`src/rtl/dadda_mul_pipe_if.sv`:
```
`default_nettype none
// +-------------------------------------------------------------------+
// | dadda_mul_pipe_if : operand/result stream bundle for the Dadda mul |
// | rev 1.0                                                            |
// +-------------------------------------------------------------------+
interface dadda_mul_pipe_if #(
  parameter int WIDTH     = 8,
  parameter int OUT_WIDTH = 2 * WIDTH
);
  logic                 in_valid;
  logic                 in_ready;
  logic [WIDTH-1:0]     in1;
  logic [WIDTH-1:0]     in2;
  logic                 approx_en;
  logic                 out_valid;
  logic                 out_ready;
  logic [OUT_WIDTH-1:0] out;
  logic                 overflow;
  logic                 approx_out;

  modport master (
    output in_valid, in1, in2, approx_en, out_ready,
    input  in_ready, out_valid, out, overflow, approx_out
  );

  modport slave (
    input  in_valid, in1, in2, approx_en, out_ready,
    output in_ready, out_valid, out, overflow, approx_out
  );
endinterface
`default_nettype wire

```
`src/rtl/dadda_mul_pipe.sv`:
```
`default_nettype none
// +-------------------------------------------------------------------+
// | dadda_mul_pipe : pipelined unsigned Dadda multiplier, approx mode  |
// | rev 1.0                                                            |
// +-------------------------------------------------------------------+
module dadda_mul_pipe #(
  parameter int WIDTH       = 8,
  parameter int OUT_WIDTH   = 2 * WIDTH,
  parameter int PIPE_STAGES = 2,
  parameter int APPROX_COLS = 4
) (
  input  logic           clk,
  input  logic           rst_n,
  dadda_mul_pipe_if.slave bus
);

  localparam int c_PW   = 2 * WIDTH;
  localparam int c_POOL = 2 * WIDTH;

  function automatic int dadda_d(input int k);
    int d;
    d = 2;
    for (int i = 0; i < k; i++) d = (d * 3) / 2;
    return d;
  endfunction

  function automatic int dadda_levels(input int w);
    int n;
    n = 0;
    for (int k = 0; k < 32; k++) if (dadda_d(k) < w) n = k + 1;
    return n;
  endfunction

  localparam int c_LEVELS = dadda_levels(WIDTH);

  logic [c_PW-1:0]        w_row_a, w_row_b, w_prod;
  logic                   w_ovf;
  logic                   w_advance;
  logic [PIPE_STAGES-1:0] r_vld, r_apx;
  logic [c_PW-1:0]        r_row_a [PIPE_STAGES];
  logic [c_PW-1:0]        r_row_b [PIPE_STAGES];

  // Columns shrink to successive Dadda heights; carries land in the next column's next-level pool.
  always_comb begin : p_reduce
    logic [c_POOL-1:0] col [c_PW];
    logic [c_POOL-1:0] nxt [c_PW];
    int                h   [c_PW];
    int                nh  [c_PW];
    int                n, p, d;
    logic              x0, x1, x2;
    n = 0; p = 0; d = 0;
    x0 = 1'b0; x1 = 1'b0; x2 = 1'b0;
    for (int c = 0; c < c_PW; c++) begin
      col[c] = '0; nxt[c] = '0; h[c] = 0; nh[c] = 0;
    end
    for (int i = 0; i < WIDTH; i++) begin
      for (int j = 0; j < WIDTH; j++) begin
        col[i+j][h[i+j]] = (bus.approx_en && (i + j < APPROX_COLS)) ? 1'b0
                                                                    : (bus.in1[j] & bus.in2[i]);
        h[i+j] = h[i+j] + 1;
      end
    end
    for (int k = c_LEVELS - 1; k >= 0; k--) begin
      d = dadda_d(k);
      for (int c = 0; c < c_PW; c++) begin
        nxt[c] = '0; nh[c] = 0;
      end
      for (int c = 0; c < c_PW; c++) begin
        n = h[c] + nh[c];
        p = 0;
        for (int t = 0; t < c_POOL; t++) begin
          if (n > d && p + 1 < h[c]) begin
            x0 = col[c][p];
            x1 = col[c][p+1];
            if (n - d >= 2 && p + 2 < h[c]) begin
              x2 = col[c][p+2];
              nxt[c][nh[c]] = x0 ^ x1 ^ x2;
              if (c + 1 < c_PW) begin
                nxt[c+1][nh[c+1]] = (x0 & x1) | (x0 & x2) | (x1 & x2);
                nh[c+1] = nh[c+1] + 1;
              end
              p = p + 3;
              n = n - 2;
            end else begin
              nxt[c][nh[c]] = x0 ^ x1;
              if (c + 1 < c_PW) begin
                nxt[c+1][nh[c+1]] = x0 & x1;
                nh[c+1] = nh[c+1] + 1;
              end
              p = p + 2;
              n = n - 1;
            end
            nh[c] = nh[c] + 1;
          end
        end
        for (int t = 0; t < c_POOL; t++) begin
          if (t >= p && t < h[c]) begin
            nxt[c][nh[c]] = col[c][t];
            nh[c] = nh[c] + 1;
          end
        end
      end
      for (int c = 0; c < c_PW; c++) begin
        col[c] = nxt[c]; h[c] = nh[c];
      end
    end
    for (int c = 0; c < c_PW; c++) begin
      w_row_a[c] = col[c][0];
      w_row_b[c] = col[c][1];
    end
  end

  assign w_advance = !r_vld[PIPE_STAGES-1] || bus.out_ready;

  always_ff @(posedge clk) begin
    if (!rst_n) begin
      r_vld <= '0;
      r_apx <= '0;
      for (int s = 0; s < PIPE_STAGES; s++) begin
        r_row_a[s] <= '0;
        r_row_b[s] <= '0;
      end
    end else if (w_advance) begin
      r_vld[0] <= bus.in_valid;
      if (bus.in_valid) begin
        r_apx[0]   <= bus.approx_en;
        r_row_a[0] <= w_row_a;
        r_row_b[0] <= w_row_b;
      end
      for (int s = 1; s < PIPE_STAGES; s++) begin
        r_vld[s]   <= r_vld[s-1];
        r_apx[s]   <= r_apx[s-1];
        r_row_a[s] <= r_row_a[s-1];
        r_row_b[s] <= r_row_b[s-1];
      end
    end
  end

  // Kogge-Stone carry-lookahead merges the two surviving rows after the last stage.
  always_comb begin : p_cla
    logic [c_PW-1:0] g, pr, gn, pn, x;
    x  = r_row_a[PIPE_STAGES-1] ^ r_row_b[PIPE_STAGES-1];
    g  = r_row_a[PIPE_STAGES-1] & r_row_b[PIPE_STAGES-1];
    pr = x;
    for (int s = 1; s < c_PW; s = s * 2) begin
      gn = g;
      pn = pr;
      for (int i = 0; i < c_PW; i++) begin
        if (i >= s) begin
          gn[i] = g[i] | (pr[i] & g[i-s]);
          pn[i] = pr[i] & pr[i-s];
        end
      end
      g  = gn;
      pr = pn;
    end
    w_prod = x ^ {g[c_PW-2:0], 1'b0};
  end

  generate
    if (OUT_WIDTH < c_PW) begin : g_ovf
      assign w_ovf = |w_prod[c_PW-1:OUT_WIDTH];
    end else begin : g_no_ovf
      assign w_ovf = 1'b0;
    end
  endgenerate

  assign bus.in_ready   = w_advance;
  assign bus.out_valid  = r_vld[PIPE_STAGES-1];
  assign bus.approx_out = r_apx[PIPE_STAGES-1];
  assign bus.out        = w_prod[OUT_WIDTH-1:0];
  assign bus.overflow   = w_ovf;

endmodule
`default_nettype wire

```
`src/flat_wrapper.sv`:
```
// flat-port wrapper written by rule: the top's interface ports become plain ports
module dadda_mul_pipe_flat 
#(
  parameter int WIDTH       = 8,
  parameter int OUT_WIDTH   = 2 * WIDTH,
  parameter int PIPE_STAGES = 2,
  parameter int APPROX_COLS = 4
)
  (clk, rst_n, bus_in_valid, bus_in1, bus_in2, bus_approx_en, bus_out_ready, bus_in_ready, bus_out_valid, bus_out, bus_overflow, bus_approx_out);
  dadda_mul_pipe_if #(.WIDTH(WIDTH), .OUT_WIDTH(OUT_WIDTH)) bus_i ();
  input  logic clk;
  input  logic rst_n;
  input wire logic [$bits(bus_i.in_valid)-1:0] bus_in_valid;
  input wire logic [$bits(bus_i.in1)-1:0] bus_in1;
  input wire logic [$bits(bus_i.in2)-1:0] bus_in2;
  input wire logic [$bits(bus_i.approx_en)-1:0] bus_approx_en;
  input wire logic [$bits(bus_i.out_ready)-1:0] bus_out_ready;
  output wire logic [$bits(bus_i.in_ready)-1:0] bus_in_ready;
  output wire logic [$bits(bus_i.out_valid)-1:0] bus_out_valid;
  output wire logic [$bits(bus_i.out)-1:0] bus_out;
  output wire logic [$bits(bus_i.overflow)-1:0] bus_overflow;
  output wire logic [$bits(bus_i.approx_out)-1:0] bus_approx_out;
  assign bus_i.in_valid = bus_in_valid;
  assign bus_i.in1 = bus_in1;
  assign bus_i.in2 = bus_in2;
  assign bus_i.approx_en = bus_approx_en;
  assign bus_i.out_ready = bus_out_ready;
  assign bus_in_ready = bus_i.in_ready;
  assign bus_out_valid = bus_i.out_valid;
  assign bus_out = bus_i.out;
  assign bus_overflow = bus_i.overflow;
  assign bus_approx_out = bus_i.approx_out;
  dadda_mul_pipe #(.WIDTH(WIDTH), .OUT_WIDTH(OUT_WIDTH), .PIPE_STAGES(PIPE_STAGES), .APPROX_COLS(APPROX_COLS)) u_core (.clk(clk), .rst_n(rst_n), .bus(bus_i));
endmodule
```
`config.mk`:
```
export PLATFORM = sky130hd
export DESIGN_NAME = dadda_mul_pipe_flat
export DESIGN_NICKNAME = d
export VERILOG_FILES = /design/src/rtl/dadda_mul_pipe_if.sv /design/src/rtl/dadda_mul_pipe.sv /design/src/flat_wrapper.sv
export SDC_FILE = /design/constraint.sdc
export NUM_CORES = 1
export LEC_CHECK = 0
export ABC_AREA = 1
export CELL_PAD_IN_SITES_DETAIL_PLACEMENT = 0
export CELL_PAD_IN_SITES_GLOBAL_PLACEMENT = 1
export CORE_AREA = 3 3 104 106
export CTS_BUF_LIST = sky130_fd_sc_hd__clkbuf_8
export CTS_CLUSTER_DIAMETER = 30
export DETAILED_ROUTE_END_ITERATION = 16
export DIE_AREA = 0 0 107 109
export PLACE_DENSITY_LB_ADDON = 0.1
export SYNTH_ARGS = -nofsm -noshare
export SYNTH_HDL_FRONTEND = slang
export SYNTH_SLANG_ARGS = --single-unit
```
`constraint.sdc`:
```
create_clock -name clk -period 4.23 [get_ports clk]
set_clock_uncertainty 0.15 [all_clocks]
set_input_delay 0.846 -clock clk [delete_from_list [all_inputs] [get_ports clk]]
set_output_delay 0.846 -clock clk [all_outputs]
set_load 0.05 [all_outputs]
```
==> key figures <==
Synthesis
  – Top-count cell post-synth: inv_1
  – Synth cell types: 26
  – Mapped cell area: around 4600 um^2
  – Synthesized flop and latch total: 62
  – Cell taking the most area after synthesis: edfxtp_1
  – Asr flop ratio synth: 0%
  – Top-area cell type share of the netlist area: 38.0%
  – Synth Warn #: 0
  – Syn Inst Count: 533
  – Syn_nets: 611
  – Most used DFF post-synth: edfxtp_1
  – Most common library cells after synthesis: inv_1 (154), nand2_1 (119), nor2_1 (61)
  – Post-synthesis sequential area ratio: 39.8%
  – Syn avg cell area: 8.60 um^2
  – Post-synth EDFFs: 58
  – Area contributors post-synth: edfxtp_1 (38%), fa_1 (16%), inv_1 (13%)

GRT
  – First-pass GRT wire length: 13.2 mm
  – GRT Total Usage: approximately 14%
  – Largest net degree at the start of global routing: 32
  – GRT overflow: 0
  – Antenna violations before repair: 0
  – Vias in the first global route: 3077

Detailed routing
  – Routed Antenna Nets: 0
  – Total Routed Length: 7.40 mm
  – DR vias/cell: 4.29
  – DRT iter0 DRCs: 98
  – Vias: 3065
  – DR pass1 iterations: 5
  – WL/cell: 10.4 um
  – Post-route DRC: 0

Clocking
  – Worst skew pair latency: 0.33 ns
  – CTS tree: done
  – Root buf cell: clkbuf_8
  – Clock sink count: 62
  – Setup Buffers After CTS: 0
  – Num CTS Buffers: 9
  – Post-cts gate resize count: 0
  – H-tree lvl count: 3
  – Max clock buf depth: 2
  – Clk slew on worst S/H paths: 0.07 ns
  – Hold buffers post-CTS: 0

Power
  – Leak pwr: ~2.7 nW
  – Pwr/cell area: 360 nW/um^2
  – Combinational share of power: roughly a third
  – Internal power: 1.27 mW
  – Seq pwr share: 40.8%
  – VDD IR-drop max: 0.000166 V
  – Sw Share: 33.8%
  – Clock power frac: 25.7%
  – Net Sw Power: 0.648 mW

Layout
  – Area of the multi-input gates: between 2000 and 2500 um^2
  – Register area: 1820 um^2
  – Ant. Diodes: 0
  – # fillers: 933
  – Post-layout instance area: 5320 um^2
  – Synthesis-to-finish area growth: 16.1%
  – Share of layout cells above drive strength 1: 7.23%
  – Layout Nets: 654

Floorplanning
  – Core ar.: 9860 um^2
  – Rows: 36
  – Die footprint: 11700 um^2
  – Starting Density: 46.4%
  – Overall die width: 107 um
  – Num ports: about 40
  – Die Y: 109 um

Timing
  – Worst slew pin tran: 1.13 ns
  – Crit share post-route: 90.3%
  – RSZ-0062 raised after global routing: no
  – Normalized max-slew margin: between 20 and 25%
  – Crit path time final: between 3 and 4 ns
  – Setup violators final: 0
  – Final TNS setup: 0 ns
  – Hold Vio Cnt, Final: 0
  – Slew Viols, Final: 0
  – Fmax: 262 MHz

Placed design
  – Post-DP HPWL: 6.23 mm
  – Area post-placement: 5120 um^2
  – IO buf count: 39
  – Gp weighted congestion: ~0.86

Flow run
  – Number of max-cap violations: 0

Setup path
  – Worst path arrival time: around 2.8 ns
  – Critical path type: reg2out
  – Required @ worst endpoint: 3.23 ns
  – Worst reg2reg setup slack: 2.21 ns
  – CP Max Fanout: 3
  – Setup crit start kind: flip-flop
  – Crit path capture type: output pin

Outcome
  – Status: finished clean

Min path
  – Min-Delay Path Class: reg2reg
[flip-flops by register name, indices dropped and copies added (netlist names)]
| register | cells |
|---|---|
| u_core.r_vld | 2 |
| u_core.r_row_a | 30 |
| u_core.r_row_b | 28 |
| u_core.r_apx | 2 |
[kinds of logic (layout without fill, tap and decap cells)]
| group | after synthesis | in the layout | share of synthesized area, % |
|---|---|---|---|
| flip-flops | 62 | 62 | 39.8 |
| AND/OR/NAND/NOR | 218 | 218 | 20.8 |
| adder cells (fa/ha/maj) | 57 | 57 | 21.5 |
| other | 1 | 1 | 0.0818 |
| AO/OA/AOI/OAI | 14 | 14 | 1.61 |
| XOR/XNOR | 7 | 7 | 1.34 |
| buffers and inverters | 174 | 222 | 14.9 |
[final timing paths]
path / start / endpoint / cells past startpoint
hold reg to reg: u_core.r_vld[0] / u_core.r_vld[1] / 2
setup / recovery: u_core.r_row_b[0][17] / bus_out[13] / 11
setup reg to reg: u_core.r_vld[1] / u_core.r_apx[0] / 6
hold / removal: u_core.r_vld[0] / u_core.r_vld[1] / 2
[final cells by class]
type | count | share of cell area [%]
inverter | 156 | 11.0
clock inverter | 7 | 1.41
timing repair buffer | 50 | 8.89
sequential | 62 | 34.2
multi-input combinational | 297 | 39.0
clock buffer | 9 | 2.33
tap | 133 | 3.13
[metal layers]
metal	GRT usage, %	share of wire [%]
met5	0	0
met4	5.39	1.9
met3	2.01	3.1
met2	25.9	49
met1	16.9	46
[cells in the final DEF (no fill, tap or decap), drive strengths merged]
| master | instances |
|---|---|
| a21o | 1 |
| a21oi | 9 |
| buf | 11 |
| bufinv | 1 |
| clkbuf | 9 |
| clkdlybuf4s50 | 39 |
| clkinv | 3 |
| clkinvlp | 3 |
| conb | 1 |
| dfxtp | 4 |
| edfxtp | 58 |
| fa | 36 |
| ha | 21 |
| inv | 156 |
| nand2 | 119 |
| nand3 | 15 |
| nand4 | 3 |
| nor2 | 73 |
| nor3 | 6 |
| nor4 | 1 |
| o21ai | 3 |
| o22ai | 1 |
| or2 | 1 |
| xnor2 | 4 |
| xor2 | 3 |
[per-stage QoR]
| stage | total power [mW] | cells | worst slack (ns) | util (%) | hold WS, ns |
|---|---|---|---|---|---|
| 3_5_place_dp | 1.45 | 698 | 0.101 | 51.9 | 0.318 |
| 5_1_grt | 2.05 | 714 | 0.220 | 53.9 | 0.368 |
| 6_report | 1.92 | 714 | 0.410 | 53.9 | 0.325 |
| 3_3_place_gp | 1.43 | 698 | 0.121 | 51.9 | 0.313 |
| 2_1_floorplan | 1.27 | 533 | 0.615 | - | 0.292 |
| 4_1_cts | 1.94 | 714 | 0.358 | 53.9 | 0.330 |
[worst max-delay path, stage by stage, from the launching register on]
cell and delay (ns):
edfxtp_1 0.33, ha_1 0.17, inv_1 0.06, fa_1 0.45
inv_1 0.13, nand3_1 0.08, nand3_1 0.14, nand3_1 0.14
nand3_1 0.10, nand2_1 0.05, nand2_1 0.06, clkdlybuf4s50_1 0.79
[power groups by stage]
| stage | sequential (mW) | clock [mW] | combinational, mW |
|---|---|---|---|
| after floorplan | 0.792 | 0 | 0.479 |
| after global routing | 0.789 | 0.528 | 0.730 |
| after global placement | 0.793 | 0 | 0.640 |
| after detailed placement | 0.795 | 0 | 0.651 |
| after CTS | 0.782 | 0.504 | 0.654 |
| final | 0.781 | 0.492 | 0.642 |
Note: power is estimated with default switching activity, not from simulation.
